**config.mk**
```make
export PLATFORM = sky130hd
export DESIGN_NAME = imem_loader
export DESIGN_NICKNAME = d
export VERILOG_FILES = /design/src/rtl/imem_loader.sv
export SDC_FILE = /design/constraint.sdc
export NUM_CORES = 1
export LEC_CHECK = 0
export BUFFER_PORTS_ARGS = -buffer_cell sky130_fd_sc_hd__buf_2
export CAP_MARGIN = 20
export CORE_MARGIN = 2
export CORE_UTILIZATION = 35
export DETAILED_ROUTE_END_ITERATION = 8
export GPL_TIMING_DRIVEN = 0
export SYNTH_ARGS = -nofsm -noshare
export SYNTH_HDL_FRONTEND = slang
export SYNTH_SLANG_ARGS = --single-unit
```
**constraint.sdc**
```tcl
create_clock -name clk -period 6.2 [get_ports clk]
set_clock_uncertainty 0.05 [all_clocks]
set_input_delay 0.62 -clock clk [delete_from_list [all_inputs] [get_ports clk]]
set_output_delay 0.62 -clock clk [all_outputs]
set_load 0.05 [all_outputs]
```
**src/rtl/imem_loader.sv**
```systemverilog
// Instruction-memory loader: assembles a little-endian byte stream into 32-bit words,
// writes them from BASE_ADDR upward and releases the core reset when the load completes.
module imem_loader #(
    parameter logic [31:0] BASE_ADDR = 32'h0000_0000,
    parameter int          CNT_W     = 10
) (
    input  logic             clk,
    input  logic             rst,
    input  logic             start,
    input  logic [CNT_W-1:0] word_count,
    input  logic             byte_valid,
    input  logic [7:0]       byte_data,
    output logic             byte_ready,
    output logic             mem_we,
    output logic [31:0]      mem_addr,
    output logic [31:0]      mem_wd,
    output logic             core_rst,
    output logic             busy,
    output logic             done
);

    typedef enum logic [1:0] {
        IDLE  = 2'd0,
        LOAD  = 2'd1,
        WRITE = 2'd2,
        DONE  = 2'd3
    } state_t;

    state_t           state_r;
    logic [CNT_W-1:0] count_r;
    logic [CNT_W-1:0] word_cnt_r;
    logic [1:0]       byte_idx_r;
    logic [23:0]      word_buf_r;
    logic [CNT_W-1:0] word_cnt_nxt_s;

    // Byte address of word n, wrapping modulo 2^32.
    function automatic logic [31:0] word_addr(input logic [CNT_W-1:0] n);
        logic [31:0] n32;
        n32 = 32'(n);
        return BASE_ADDR + (n32 << 2);
    endfunction

    assign word_cnt_nxt_s = word_cnt_r + CNT_W'(1);

    // Load FSM with registered outputs; all outputs are updated alongside the state.
    always_ff @(posedge clk) begin
        if (!rst) begin
            state_r    <= IDLE;
            count_r    <= '0;
            word_cnt_r <= '0;
            byte_idx_r <= 2'd0;
            word_buf_r <= 24'd0;
            byte_ready <= 1'b0;
            mem_we     <= 1'b0;
            mem_addr   <= 32'd0;
            mem_wd     <= 32'd0;
            core_rst   <= 1'b0;
            busy       <= 1'b0;
            done       <= 1'b0;
        end else begin
            case (state_r)
                IDLE, DONE: begin
                    mem_we <= 1'b0;
                    if (start) begin
                        count_r    <= word_count;
                        word_cnt_r <= '0;
                        byte_idx_r <= 2'd0;
                        if (word_count != '0) begin
                            state_r    <= LOAD;
                            byte_ready <= 1'b1;
                            busy       <= 1'b1;
                            done       <= 1'b0;
                            core_rst   <= 1'b0;
                        end else begin
                            state_r    <= DONE;
                            byte_ready <= 1'b0;
                            busy       <= 1'b0;
                            done       <= 1'b1;
                            core_rst   <= 1'b1;
                        end
                    end else begin
                        state_r <= state_r;
                    end
                end
                LOAD: begin
                    mem_we <= 1'b0;
                    if (byte_valid) begin
                        case (byte_idx_r)
                            2'd0: word_buf_r[7:0]   <= byte_data;
                            2'd1: word_buf_r[15:8]  <= byte_data;
                            2'd2: word_buf_r[23:16] <= byte_data;
                            default: begin
                                // Fourth byte completes the word and goes straight to the write port.
                                mem_wd     <= {byte_data, word_buf_r};
                                mem_addr   <= word_addr(word_cnt_r);
                                mem_we     <= 1'b1;
                                byte_ready <= 1'b0;
                                state_r    <= WRITE;
                            end
                        endcase
                        byte_idx_r <= byte_idx_r + 2'd1;
                    end else begin
                        byte_idx_r <= byte_idx_r;
                    end
                end
                WRITE: begin
                    mem_we     <= 1'b0;
                    word_cnt_r <= word_cnt_nxt_s;
                    byte_idx_r <= 2'd0;
                    if (word_cnt_nxt_s == count_r) begin
                        state_r  <= DONE;
                        busy     <= 1'b0;
                        done     <= 1'b1;
                        core_rst <= 1'b1;
                    end else begin
                        state_r    <= LOAD;
                        byte_ready <= 1'b1;
                    end
                end
                default: begin
                    state_r    <= IDLE;
                    byte_ready <= 1'b0;
                    mem_we     <= 1'b0;
                    core_rst   <= 1'b0;
                    busy       <= 1'b0;
                    done       <= 1'b0;
                end
            endcase
        end
    end

endmodule

```
; ---- After elaboration in Yosys (flattened, before gate mapping)
; Cells that the tools add are included.
[word_totals]
register_bits = 94
input_bits = 22
output_inout_bits = 69
word_cells = 70
[op_classes]
n_addsub = 2
eq_ne = 11
n_mux = 26
bitwise = 1
n_reduce_logical = 17
[op_table]
columns = operator, count
row1 = 10-bit case mux with 2 select lines, 1
row2 = 3-bit AND reduction, 6
row3 = 2-bit two-way mux, 7
row4 = 2-bit case mux with 3 select lines, 2
row5 = 1-bit two-way mux, 11
row6 = "10-bit by 1-bit adder with 10-bit output, second input constant", 1
row7 = 10-bit == test, 1
row8 = 10-bit two-way mux, 1
row9 = "2-bit inequality test, second input constant", 5
row10 = 10-bit nonzero test, 1
row11 = "2-bit == test, second input constant", 3
row12 = 1-bit case mux with 2 select lines, 3
row13 = 2-bit AND reduction, 3
row14 = 3-bit OR reduction, 2
row15 = "2-bit by 1-bit == test with 1-bit output, second input constant", 2
row16 = 2-bit logical NOT, 2
row17 = 4-bit AND reduction, 1
row18 = 1-bit case mux with 3 select lines, 1
row19 = "2-bit by 1-bit adder with 2-bit output, second input constant", 1
row20 = 2-bit nonzero test, 1
row21 = 2-bit OR reduction, 1
row22 = 1-bit NOT, 1

; ---- Logic depth before layout (Yosys ltp)
; Gate-level depths: netlist of the first run.
[logic_depth]
depth_word = 5
ltp_mapped = 10
ltp_nobuf = 7

; ---- Worst setup path before layout of the first run
; OpenSTA, ideal clock, no wires.
[synth_path]
kind = input port to flip-flop
start = input port word_count[3]
end = register done
setup_time_ns = 0.074
t_arrival_ns = 1.896
required_time_ns = 6.076
path_slack_ns = 4.179
cell_stages = 5
n_path_buf = 0
path_cell_list = or4_1 > nor4_2 > nor3_1 > a211o_1 > a31oi_1
[synth_via]
elab_chain_cells = 4
[synth_rtl]
columns = item, line
row1 = start: declaration, 10  ; input logic [CNT_W-1:0] word_count,
row2 = 10-bit nonzero test, 68  ; if (word_count != '0) begin
row3 = 1-bit two-way mux, 68
row4 = 1-bit two-way mux, 64  ; if (start) begin
row5 = 1-bit case mux with 2 select lines, 61  ; case (state_r)
row6 = end signal: assignment, 59  ; done <= 1'b0;
row7 = end signal: assignment, 72  ; done <= 1'b0;
row8 = end signal: assignment, 78  ; done <= 1'b1;
row9 = end: declaration, 19  ; output logic done
; Every way passes these cells. The select of a mux whose other input is x is not followed.
; A chain may end at the register's enable or synchronous reset.

; ---- Final worst setup path of the first run
[layout_path]
start = register state_r[0]
end = register word_cnt_r[5]
[layout_via]
elab_chain_cells = 4
elab_cells_between_ends = 8
classes_between = eq/ne (3) / mux (1) / reduce/logical (4)
[layout_rtl]
columns = item, line
row1 = start: declaration, 29  ; state_t state_r;
row2 = start signal: assignment, 82  ; state_r <= state_r;
row3 = 2-bit == test / 2-bit logical NOT (equally long branches), 61
row4 = 2-bit OR reduction, 61
row5 = 2-bit inequality test (no source line) / 2-bit nonzero test (equally long branches), -
row6 = 2-bit AND reduction (no source line), -
row7 = end signal: assignment, 108  ; word_cnt_r <= word_cnt_nxt_s;
row8 = end: declaration, 31  ; logic [CNT_W-1:0] word_cnt_r;
; Parallel ways exist; a longest one is shown, timed or not.

==> impl_metrics.csv, run 1 <==
group,metric,value,unit
clock_network,htree_levels,3,
detailed_routing,ant_nets,0,
power_and_ir_drop,p_per_area,345,mW/mm^2
clock_network,insertion_delay,0.35,ns
timing,fin_crit_sh,0.401,
synthesis,syn_inst,503,
finish,diodes,0,
critical_path,required,6.36,ns
global_route,antenna_found_initial,0,
floorplanning,coreArea,0.0115,sq mm
critical_path,crit_arrival,2.65,ns
detailed_routing,wl_per_cell,13.4,microns
placement,place_area,0.00471,sq mm
critical_path,worstPathMaxFanout,10,
global_route,grt_pass1_wl,16400,microns
synthesis,synthArstFlopShare,0,
detailed_routing,drc_errors,0,
power_and_ir_drop,power.share.clock,0.370,
synthesis,yosysTopAreaCell,"dfxtp_1",
clock_network,post_cts_buffers,0,
synthesis,ys_top_cells_by_area,"dfxtp_1, nand2_1, a21oi_1",
synthesis,synthAdderAreaFrac,0.0243,
run,maxCapViolCount,0,
finish,areaGrowthSynthToFinish,23.0,%
timing,final.setup.tns,0,ns
global_route,grt_pass1_vias,3300,
synthesis,synth_xor_area_frac,0.0252,
hold_path,hp-class,"flop to flop",
finish,nNetsFinal,632,
power_and_ir_drop,power.total,1.75,mW
detailed_routing,drt_iter0_drc,244,
timing,drv_slew,0,
critical_path,critical_path.endpoint_type,"flop",
timing,finalSetupViolCount,0,
synthesis,synth-simple-area-share,0.223,
power_and_ir_drop,comb_power_share,0.242,
synthesis,synth_top_family_by_area,"simple AND/OR/NAND/NOR gates",
global_route,globalRouteMet2Util,0.247,
power_and_ir_drop,p_switching,0.566,mW
critical_path,crit_type,"flop to flop",
detailed_routing,viasPerCell,4.77,
power_and_ir_drop,switching_share,0.324,
critical_path,crit_path_cell_trace,"inv_1 > ha_1 > clkbuf_1 > nand2b_1 > clkbuf_1 > o21ai_1 > clkbuf_1 > a21o_1 > a21oi_1 > nor2_1",
synthesis,yosysWarningCount,0,
floorplanning,die_h,113,microns
floorplanning,row_count,39,
synthesis,synth_mux_area_frac,0.0632,
clock_network,post_cts_resize_count,0,
global_route,grt.total_usage,0.162,
synthesis,synth_edf_count,0,
global_route,top_usage_layer,"met2",
global_route,grt.met1_usage,0.226,
placement,gp_congestion,0.858,
timing,hold_viol,0,
power_and_ir_drop,p_int,1.18,mW
critical_path,path_common_cell,"clkbuf_1",
global_route,gr-usage-met3,0.0367,
timing,relSlewSlack,0.516,
timing,tightest_slew,0.726,ns
clock_network,cts_buffers,9,
placement,port_buffers,67,
timing,worst_slack,3.72,ns
floorplanning,pin_count,91,
clock_network,postCtsHoldBufs,0,
floorplanning,initial_core_util,0.359,
critical_path,start_kind,"flop",
placement,hpwl,7600,microns
detailed_routing,routed_wl,10100,microns
power_and_ir_drop,ir_drop,0.164,mV
clock_network,clockBufferDepth,2,
power_and_ir_drop,seqPwrFrac,0.389,
detailed_routing,dr.pass1.iters,5,
placement,pre_cts_slack,3.72,ns
power_and_ir_drop,p_leak,2.25,nW
finish,finalInstanceArea,0.00507,sq mm
clock_network,cts-root-buf,"clkbuf_16",
synthesis,netlist_top_cells_count,"nand2_1, dfxtp_1, a21oi_1",
synthesis,synth_most_common_cell,"nand2_1",
finish,drive_gt1_frac,0.189,
clock_network,clock-sinks,94,
timing,rsz0062_at_grt,"false",
synthesis,syn_avg_cell_area,8.19,sq um
synthesis,ys_seq_area_frac,0.457,
status,status,"completed",
floorplanning,die_width,113,microns
synthesis,yosysTopAreaCellShare,0.457,
critical_path,slowest_delay,0.37,ns
global_route,grt_overflow,0,
synthesis,synth_cell_type_count,45,
synthesis,synthFlopType,"dfxtp_1",
timing,max_freq,403,MHz
critical_path,crit_slowest_cell,"dfxtp_1",
detailed_routing,vias,3576,
synthesis,synth_area,0.00412,sq mm
timing,period_needed,2.48,ns
synthesis,synth_compound_area_frac,0.125,
global_route,grt_max_degree,18,
synthesis,ys_seq_elements,94,
floorplanning,die_area,0.0127,sq mm
clock_network,cts_tree,"built",
clock_network,cts.clk_slew.worst_paths,0.06,ns
flip-flops by register name, indices dropped and copies added, names as in the netlist:
signal,count
byte_idx_r,2
count_r,10
state_r,2
byte_ready,1
word_cnt_r,10
busy,1
mem_we,1
word_buf_r,24
done,1
mem_wd,32
mem_addr,10
per-layer routing:
metal  part of all wire  up-vias
li1                   -     1839
met4              0.014        0
met3              0.057       10
met1               0.49     1622
met5                  0        -
met2               0.44      105
kinds of logic (layout without fill, tap and decap cells):
kind of cell,after synthesis,after routing
flip-flops,94,94
multiplexers,26,26
adder cells (fa/ha/maj),8,8
buffers and inverters,63,146
XOR/XNOR,11,11
other,1,22
AO/OA/AOI/OAI,92,92
AND/OR/NAND/NOR,208,208
power groups by stage:
stage | Combinational [mW] | Sequential, mW | Clock (mW)
5_1_grt | 0.465 | 0.686 | 0.685
6_report | 0.422 | 0.679 | 0.646
3_5_place_dp | 0.421 | 0.694 | 0
2_1_floorplan | 0.304 | 0.709 | 0
3_3_place_gp | 0.414 | 0.691 | 0
4_1_cts | 0.424 | 0.680 | 0.661
path summary, 6_finish.rpt:
check / from / slack (ns) / cells past startpoint / endpoint
max: state_r[0]$_SDFFE_PN0P_ / 3.72 / 10 / word_cnt_r[5]$_SDFFE_PN0P_
min: mem_addr[4]$_SDFFE_PN0P_ / 0.40 / 2 / mem_addr[4]$_SDFFE_PN0P_
max reg2reg: state_r[0]$_SDFFE_PN0P_ / 3.72 / 10 / word_cnt_r[5]$_SDFFE_PN0P_
min reg2reg: mem_addr[4]$_SDFFE_PN0P_ / 0.40 / 2 / mem_addr[4]$_SDFFE_PN0P_
stage by stage:
step            util  hold slack, ns  instances
2_1_floorplan      -           0.382        524
3_3_place_gp   0.411           0.394        734
3_5_place_dp   0.411           0.395        734
4_1_cts        0.442           0.405        750
5_1_grt        0.442           0.425        750
6_report       0.442           0.400        750
cell type report:
cell class              instances  area [sq um]
repair buffers                 67           335
plain buffers                  56           313
clock buffers                   9           225
inverters                       7          26.3
multi-input cells             367          1980
clock inverters                 7           128
well taps                     143           179
fillers                      1164          6400
flip-flops and latches         94          1880
worst max-delay path, delay by kind of cell (launching register included):
family	cells	cell delay, ns
flip-flops	1	0.37
buffers and inverters	4	0.91
AND/OR/NAND/NOR	2	0.16
AO/OA/AOI/OAI	3	0.59
adder cells (fa/ha/maj)	1	0.28
placed cells by master, fill, tap and decap left out, types with 2 or more instances in the layout:
master | synthesis | layout
buf_4 | 23 | 23
and4_1 | 2 | 2
nand3_1 | 8 | 8
nor2b_1 | 2 | 2
conb_1 | 1 | 22
a21o_1 | 3 | 3
a31oi_1 | 3 | 3
clkbuf_1 | 30 | 30
nor2_1 | 44 | 44
and3_1 | 5 | 5
dfxtp_1 | 94 | 94
xnor2_1 | 5 | 5
nand4_1 | 4 | 4
bufinv_16 | 0 | 3
o21ai_0 | 5 | 5
a21oi_1 | 64 | 64
mux2i_1 | 26 | 26
o21ai_1 | 4 | 4
nor3_1 | 7 | 7
or4_1 | 3 | 3
inv_1 | 7 | 7
xor2_1 | 5 | 5
clkbuf_16 | 0 | 9
a22oi_1 | 4 | 4
buf_6 | 2 | 2
nand2_1 | 122 | 122
ha_1 | 8 | 8
a32oi_1 | 2 | 2
inv_6 | 0 | 2
nor4_2 | 2 | 2
buf_2 | 1 | 68
Note: power is estimated with default switching activity, not from simulation.
==> inputs of run 2 (changes only) <==
- clock period: 6.2 -> 2.35 ns (I/O delays scaled with it)
==> run 2 against run 1 <==
  * Maximum frequency increased by 14%
  * Core utilization increased by 0.066 points
  * Cell area increased by 0.15%
  * Highest routed layer unchanged
  * Critical endpoint is now byte_ready$_SDFFE_PN0P_
  * Power increased to 2.6 times the previous value
  * Sequential cell count unchanged
  * Final cell count decreased by 0.27%
==> impl_metrics.csv, run 2 (same netlist as run 1, synthesis figures left out) <==
group,metric,value,unit
status,status,"completed",
detailed_routing,vias,3560,
power_and_ir_drop,p_leak,2.25,nW
clock_network,cts.clk_slew.worst_paths,0.07,ns
finish,layout_commonest_cell,"nand2_1",
clock_network,post_cts_buffers,0,
run,maxCapViolCount,0,
timing,relSlewSlack,0.508,
placement,hpwl,7600,microns
finish,largest_register_ffs,32,
clock_network,htree_levels,3,
global_route,antenna_found_initial,0,
clock_network,postCtsHoldBufs,0,
clock_network,cts-root-buf,"clkbuf_16",
critical_path,crit_arrival,2.35,ns
detailed_routing,dr.pass1.iters,5,
timing,worst_slack,0.174,ns
floorplanning,die_width,113,microns
floorplanning,initial_core_util,0.359,
critical_path,required,2.52,ns
placement,gp_congestion,0.858,
finish,drive_gt1_frac,0.195,
global_route,grt_overflow,0,
critical_path,worstPathMaxFanout,7,
finish,utilization,0.442,
timing,hold_viol,0,
floorplanning,die_h,113,microns
critical_path,start_kind,"flop",
finish,regMostFlops,"mem_wd",
floorplanning,coreArea,0.0115,sq mm
floorplanning,pin_count,91,
finish,nNetsFinal,630,
timing,max_freq,460,MHz
clock_network,clock-sinks,94,
power_and_ir_drop,ir_drop,0.432,mV
finish,reg.largest.list,"mem_wd x32, word_buf_r x24",
placement,pre_cts_slack,-0.131,ns
timing,final.setup.tns,0,ns
detailed_routing,wl_per_cell,13.4,microns
global_route,grt.total_usage,0.162,
detailed_routing,ant_nets,0,
timing,rsz0062_at_grt,"false",
global_route,grt_pass1_wl,16400,microns
detailed_routing,drt_iter0_drc,203,
placement,dp.cells,734,
power_and_ir_drop,p_per_area,912,mW/mm^2
floorplanning,row_count,39,
finish,diodes,0,
clock_network,insertion_delay,0.35,ns
global_route,grt_pass1_vias,3293,
finish,fillers,1165,
timing,drv_slew,0,
critical_path,crit_type,"flop to flop",
detailed_routing,viasPerCell,4.76,
clock_network,clockBufferDepth,2,
hold_path,hp-class,"input pin to flop",
placement,port_buffers,67,
finish,areaGrowthSynthToFinish,23.1,%
critical_path,r2r_setup_slack,0.17,ns
timing,tightest_slew,0.738,ns
critical_path,critical_path.endpoint_type,"flop",
timing,fin_crit_sh,0.926,
clock_network,cts_buffers,9,
finish,fin_cells,748,
global_route,grt_max_degree,18,
timing,period_needed,2.18,ns
detailed_routing,routed_wl,10100,microns
power_and_ir_drop,power.total,4.63,mW
timing,finalSetupViolCount,0,
floorplanning,die_area,0.0127,sq mm
finish,final_cell_mix,"nand2_1, dfxtp_1, buf_2",
clock_network,cts_tree,"built",
detailed_routing,drc_errors,0,
-- run 2: per-stage QoR --
stage / hold WS (ns) / area (sq um)
after floorplan: 0.321 / 4200
after global placement: 0.394 / 4710
after detailed placement: 0.395 / 4710
after CTS: 0.0771 / 5060
after global routing: 0.111 / 5070
final: 0.0892 / 5070
-- run 2: final cells by class --
type | count | area [sq um] | area share
well taps | 143 | 179 | 0.0353
clock inverters | 7 | 128 | 0.0252
plain buffers | 54 | 307 | 0.0604
clock buffers | 9 | 225 | 0.0444
repair buffers | 67 | 335 | 0.0661
inverters | 7 | 26.3 | 0.00518
multi-input cells | 367 | 1990 | 0.393
flip-flops and latches | 94 | 1880 | 0.371
-- run 2: worst max-delay path: stages (launching register included) --
cell	delay (ns)
dfxtp_1	0.50
ha_2	0.32
xor2_1	0.19
xnor2_1	0.14
a31oi_1	0.15
nor4_4	0.40
and4_1	0.24
o21ai_1	0.07
-- run 2: worst paths after layout --
path,start,to,depth (start not counted)
max,word_cnt_r[0]$_SDFFE_PN0P_,byte_ready$_SDFFE_PN0P_,7
min,word_count[3],count_r[3]$_SDFFE_PN0P_,3
max reg2reg,word_cnt_r[0]$_SDFFE_PN0P_,byte_ready$_SDFFE_PN0P_,7
min reg2reg,mem_addr[4]$_SDFFE_PN0P_,mem_addr[4]$_SDFFE_PN0P_,2
-- run 2: layer usage --
metal,global-route usage,part of all wire
met5,0,0
met4,0.0561,0.014
met3,0.0367,0.055
met2,0.247,0.44
met1,0.225,0.49
-- run 2: where the power goes --
| group | switching [mW] | internal [mW] | total (mW) |
|---|---|---|---|
| logic | 0.761 | 0.373 | 1.13 |
| registers | 0.0920 | 1.70 | 1.79 |
| clock network | 0.647 | 1.06 | 1.70 |
| total | 1.50 | 3.13 | 4.63 |
-- run 2: timing repair --
| action | 4_1_cts | 5_1_grt |
|---|---|---|
| cloned | 0 | 0 |
| resized for setup | 1 | 3 |
| endpoints found under the setup margin | 10 | 13 |
==> inputs of run 3 (changes only) <==
- ABC_AREA: unset -> 1
==> run 3 against run 2 <==
  * Synthesized area is 0.55% higher
  * Combinational power hardly changed
  * Sequential cell count stayed put
  * Die area is 0.53% higher
  * Hold slack better by 0.027 ns
  * First-iteration DRC count is 26% higher
  * Global-route usage is 0.16 points higher
  * Power is 6.2% lower
  * Register-to-register slack better by 0.08 ns
  * Sequential share of layout area is 0.37 points higher
  * Count of clock-buffer cells in the layout is 2 higher
  * Largest power group unchanged
  * Highest routed layer unchanged
==> impl_metrics.csv, run 3 <==
group,metric,value,unit
status,status,"completed",
run,maxCapViolCount,0,
timing,rsz0062_at_grt,"false",
global_route,antenna_found_initial,0,
synthesis,ys_seq_elements,94,
global_route,grt.met1_usage,0.214,
synthesis,ys_top_cells_by_area,"dfxtp_1, nand2_1, a21oi_1",
clock_network,cts_tree,"built",
synthesis,yosysWarningCount,0,
global_route,grt_pass1_wl,16800,microns
global_route,globalRouteMet2Util,0.263,
detailed_routing,viasPerCell,4.77,
synthesis,synthFlopType,"dfxtp_1",
finish,regMostFlops,"mem_wd",
timing,drv_slew,0,
power_and_ir_drop,ir_drop,0.527,mV
critical_path,required,2.51,ns
detailed_routing,dr.pass1.iters,4,
clock_network,clock-sinks,94,
timing,tightest_slew,0.673,ns
synthesis,synth_edf_count,0,
synthesis,yosysTopAreaCellShare,0.454,
finish,reg.largest.list,"mem_wd x32, word_buf_r x24",
timing,fin_crit_sh,0.892,
timing,relSlewSlack,0.550,
floorplanning,die_area,0.0127,sq mm
timing,final.setup.tns,0,ns
clock_network,htree_levels,3,
detailed_routing,ant_nets,0,
critical_path,crit_type,"flop to flop",
detailed_routing,wl_per_cell,12.8,microns
finish,drive_gt1_frac,0.196,
global_route,grt.total_usage,0.163,
hold_path,hp-class,"input pin to flop",
placement,port_buffers,68,
finish,nNetsFinal,693,
finish,largest_register_ffs,32,
timing,hold_viol,0,
power_and_ir_drop,p_leak,2.06,nW
timing,fin_hold_ws,0.116,ns
synthesis,ys_seq_area_frac,0.454,
power_and_ir_drop,p_per_area,865,mW/mm^2
synthesis,synthArstFlopShare,0,
synthesis,syn_inst,563,
synthesis,syn_avg_cell_area,7.36,sq um
clock_network,cts.clk_slew.worst_paths,0.06,ns
timing,period_needed,2.10,ns
finish,areaGrowthSynthToFinish,21.3,%
placement,hpwl,7760,microns
floorplanning,die_h,113,microns
global_route,gr-usage-met3,0.0412,
floorplanning,coreArea,0.0115,sq mm
critical_path,critical_path.endpoint_type,"flop",
finish,diodes,0,
synthesis,synth_most_common_cell,"nand2_1",
global_route,grt_max_degree,16,
power_and_ir_drop,power.total,4.34,mW
timing,finalSetupViolCount,0,
clock_network,post_cts_buffers,0,
floorplanning,pin_count,91,
synthesis,netlist_top_cells_count,"nand2_1, dfxtp_1, a21oi_1",
floorplanning,initial_core_util,0.361,
critical_path,start_kind,"flop",
critical_path,worstPathMaxFanout,7,
placement,pre_cts_slack,0.264,ns
timing,worst_slack,0.255,ns
clock_network,postCtsHoldBufs,0,
critical_path,crit_arrival,2.25,ns
floorplanning,row_count,39,
clock_network,clockBufferDepth,2,
global_route,grt_overflow,0,
detailed_routing,drt_iter0_drc,255,
finish,layout_commonest_cell,"nand2_1",
detailed_routing,drc_errors,0,
placement,gp_congestion,0.835,
detailed_routing,routed_wl,10300,microns
synthesis,synth_area,0.00414,sq mm
clock_network,cts_buffers,9,
clock_network,post_cts_resize_count,0,
synthesis,synth_cell_type_count,26,
floorplanning,die_width,113,microns
global_route,grt_pass1_vias,3515,
synthesis,yosysTopAreaCell,"dfxtp_1",
clock_network,insertion_delay,0.34,ns
clock_network,cts-root-buf,"clkbuf_16",
timing,max_freq,477,MHz
global_route,top_usage_layer,"met2",
finish,final_cell_mix,"nand2_1, dfxtp_1, a21oi_1",
detailed_routing,vias,3864,
run 3: changes by cell type in the layout (fill, tap and decap cells not counted), sizes merged, moves of 4 or more:
cell | before | now
a21oi | 64 | 90
and3 | 6 | 0
mux2i | 26 | 0
nand3 | 9 | 85
xnor2 | 6 | 1
a22oi | 4 | 0
nand2 | 122 | 143
o21ai | 9 | 15
nor2 | 44 | 29
nand4 | 4 | 0
inv | 10 | 37
nor3 | 7 | 1
run 3: where the power goes:
group / internal (mW) / leakage (nW) / switching [mW] / total (mW)
Combinational: 0.329 / 1.16 / 0.823 / 1.15
Clock: 0.775 / 0.138 / 0.616 / 1.39
Sequential: 1.72 / 0.761 / 0.0843 / 1.80
Total: 2.82 / 2.06 / 1.52 / 4.34
run 3: area by class of cell:
type | count | area [sq um]
plain buffers | 52 | 282
clock buffers | 11 | 253
clock inverters | 4 | 30.0
fillers | 1181 | 6440
inverters | 38 | 143
multi-input cells | 400 | 1920
flip-flops and latches | 94 | 1880
well taps | 143 | 179
repair buffers | 68 | 340
run 3: per-layer routing:
metal  vias to the layer above  share of wire
li1                       2007              -
met3                        19          0.057
met2                       111           0.46
met5                         -              0
met4                         0          0.018
met1                      1727           0.46
run 3: worst paths after layout:
path | startpoint | endpoint | slack (ns) | cells after the start
hold / removal | word_count[1] | count_r[1]$_SDFFE_PN0P_ | 0.12 | 3
setup / recovery | word_cnt_r[0]$_SDFFE_PN0P_ | done$_SDFFE_PN0P_ | 0.25 | 14
hold reg to reg | mem_wd[23]$_SDFFE_PN0P_ | mem_wd[23]$_SDFFE_PN0P_ | 0.41 | 2
setup reg to reg | word_cnt_r[0]$_SDFFE_PN0P_ | done$_SDFFE_PN0P_ | 0.25 | 14
run 3: cell families (layout without fill, tap and decap cells):
logic type               after synthesis  in the layout  synth area share
AND/OR/NAND/NOR                      260            260             0.281
AO/OA/AOI/OAI                        107            107             0.131
flip-flops                            94             94             0.454
buffers and inverters                 90            173             0.102
adder cells (fa/ha/maj)                8              8            0.0242
XOR/XNOR                               3              3           0.00634
other                                  1             22          0.000905
run 3: critical path, cell delays in order (launching register included):
cell      delay, ns
dfxtp_1        0.53
ha_1           0.27
nand2_2        0.10
clkinv_1       0.09
nand2_1        0.10
nand3_1        0.10
nand3_1        0.07
nor2_1         0.12
nand2_1        0.07
nor2_2         0.13
nand2_2        0.07
nand2_2        0.08
nand2_1        0.05
nand2_1        0.09
a21oi_2        0.05
run 3: per-stage QoR:
stage | utilization | instance area (sq um) | cells
2_1_floorplan | - | 4220 | 584
3_3_place_gp | 0.413 | 4740 | 795
3_5_place_dp | 0.413 | 4740 | 795
4_1_cts | 0.438 | 5020 | 810
5_1_grt | 0.438 | 5020 | 810
6_report | 0.438 | 5020 | 810
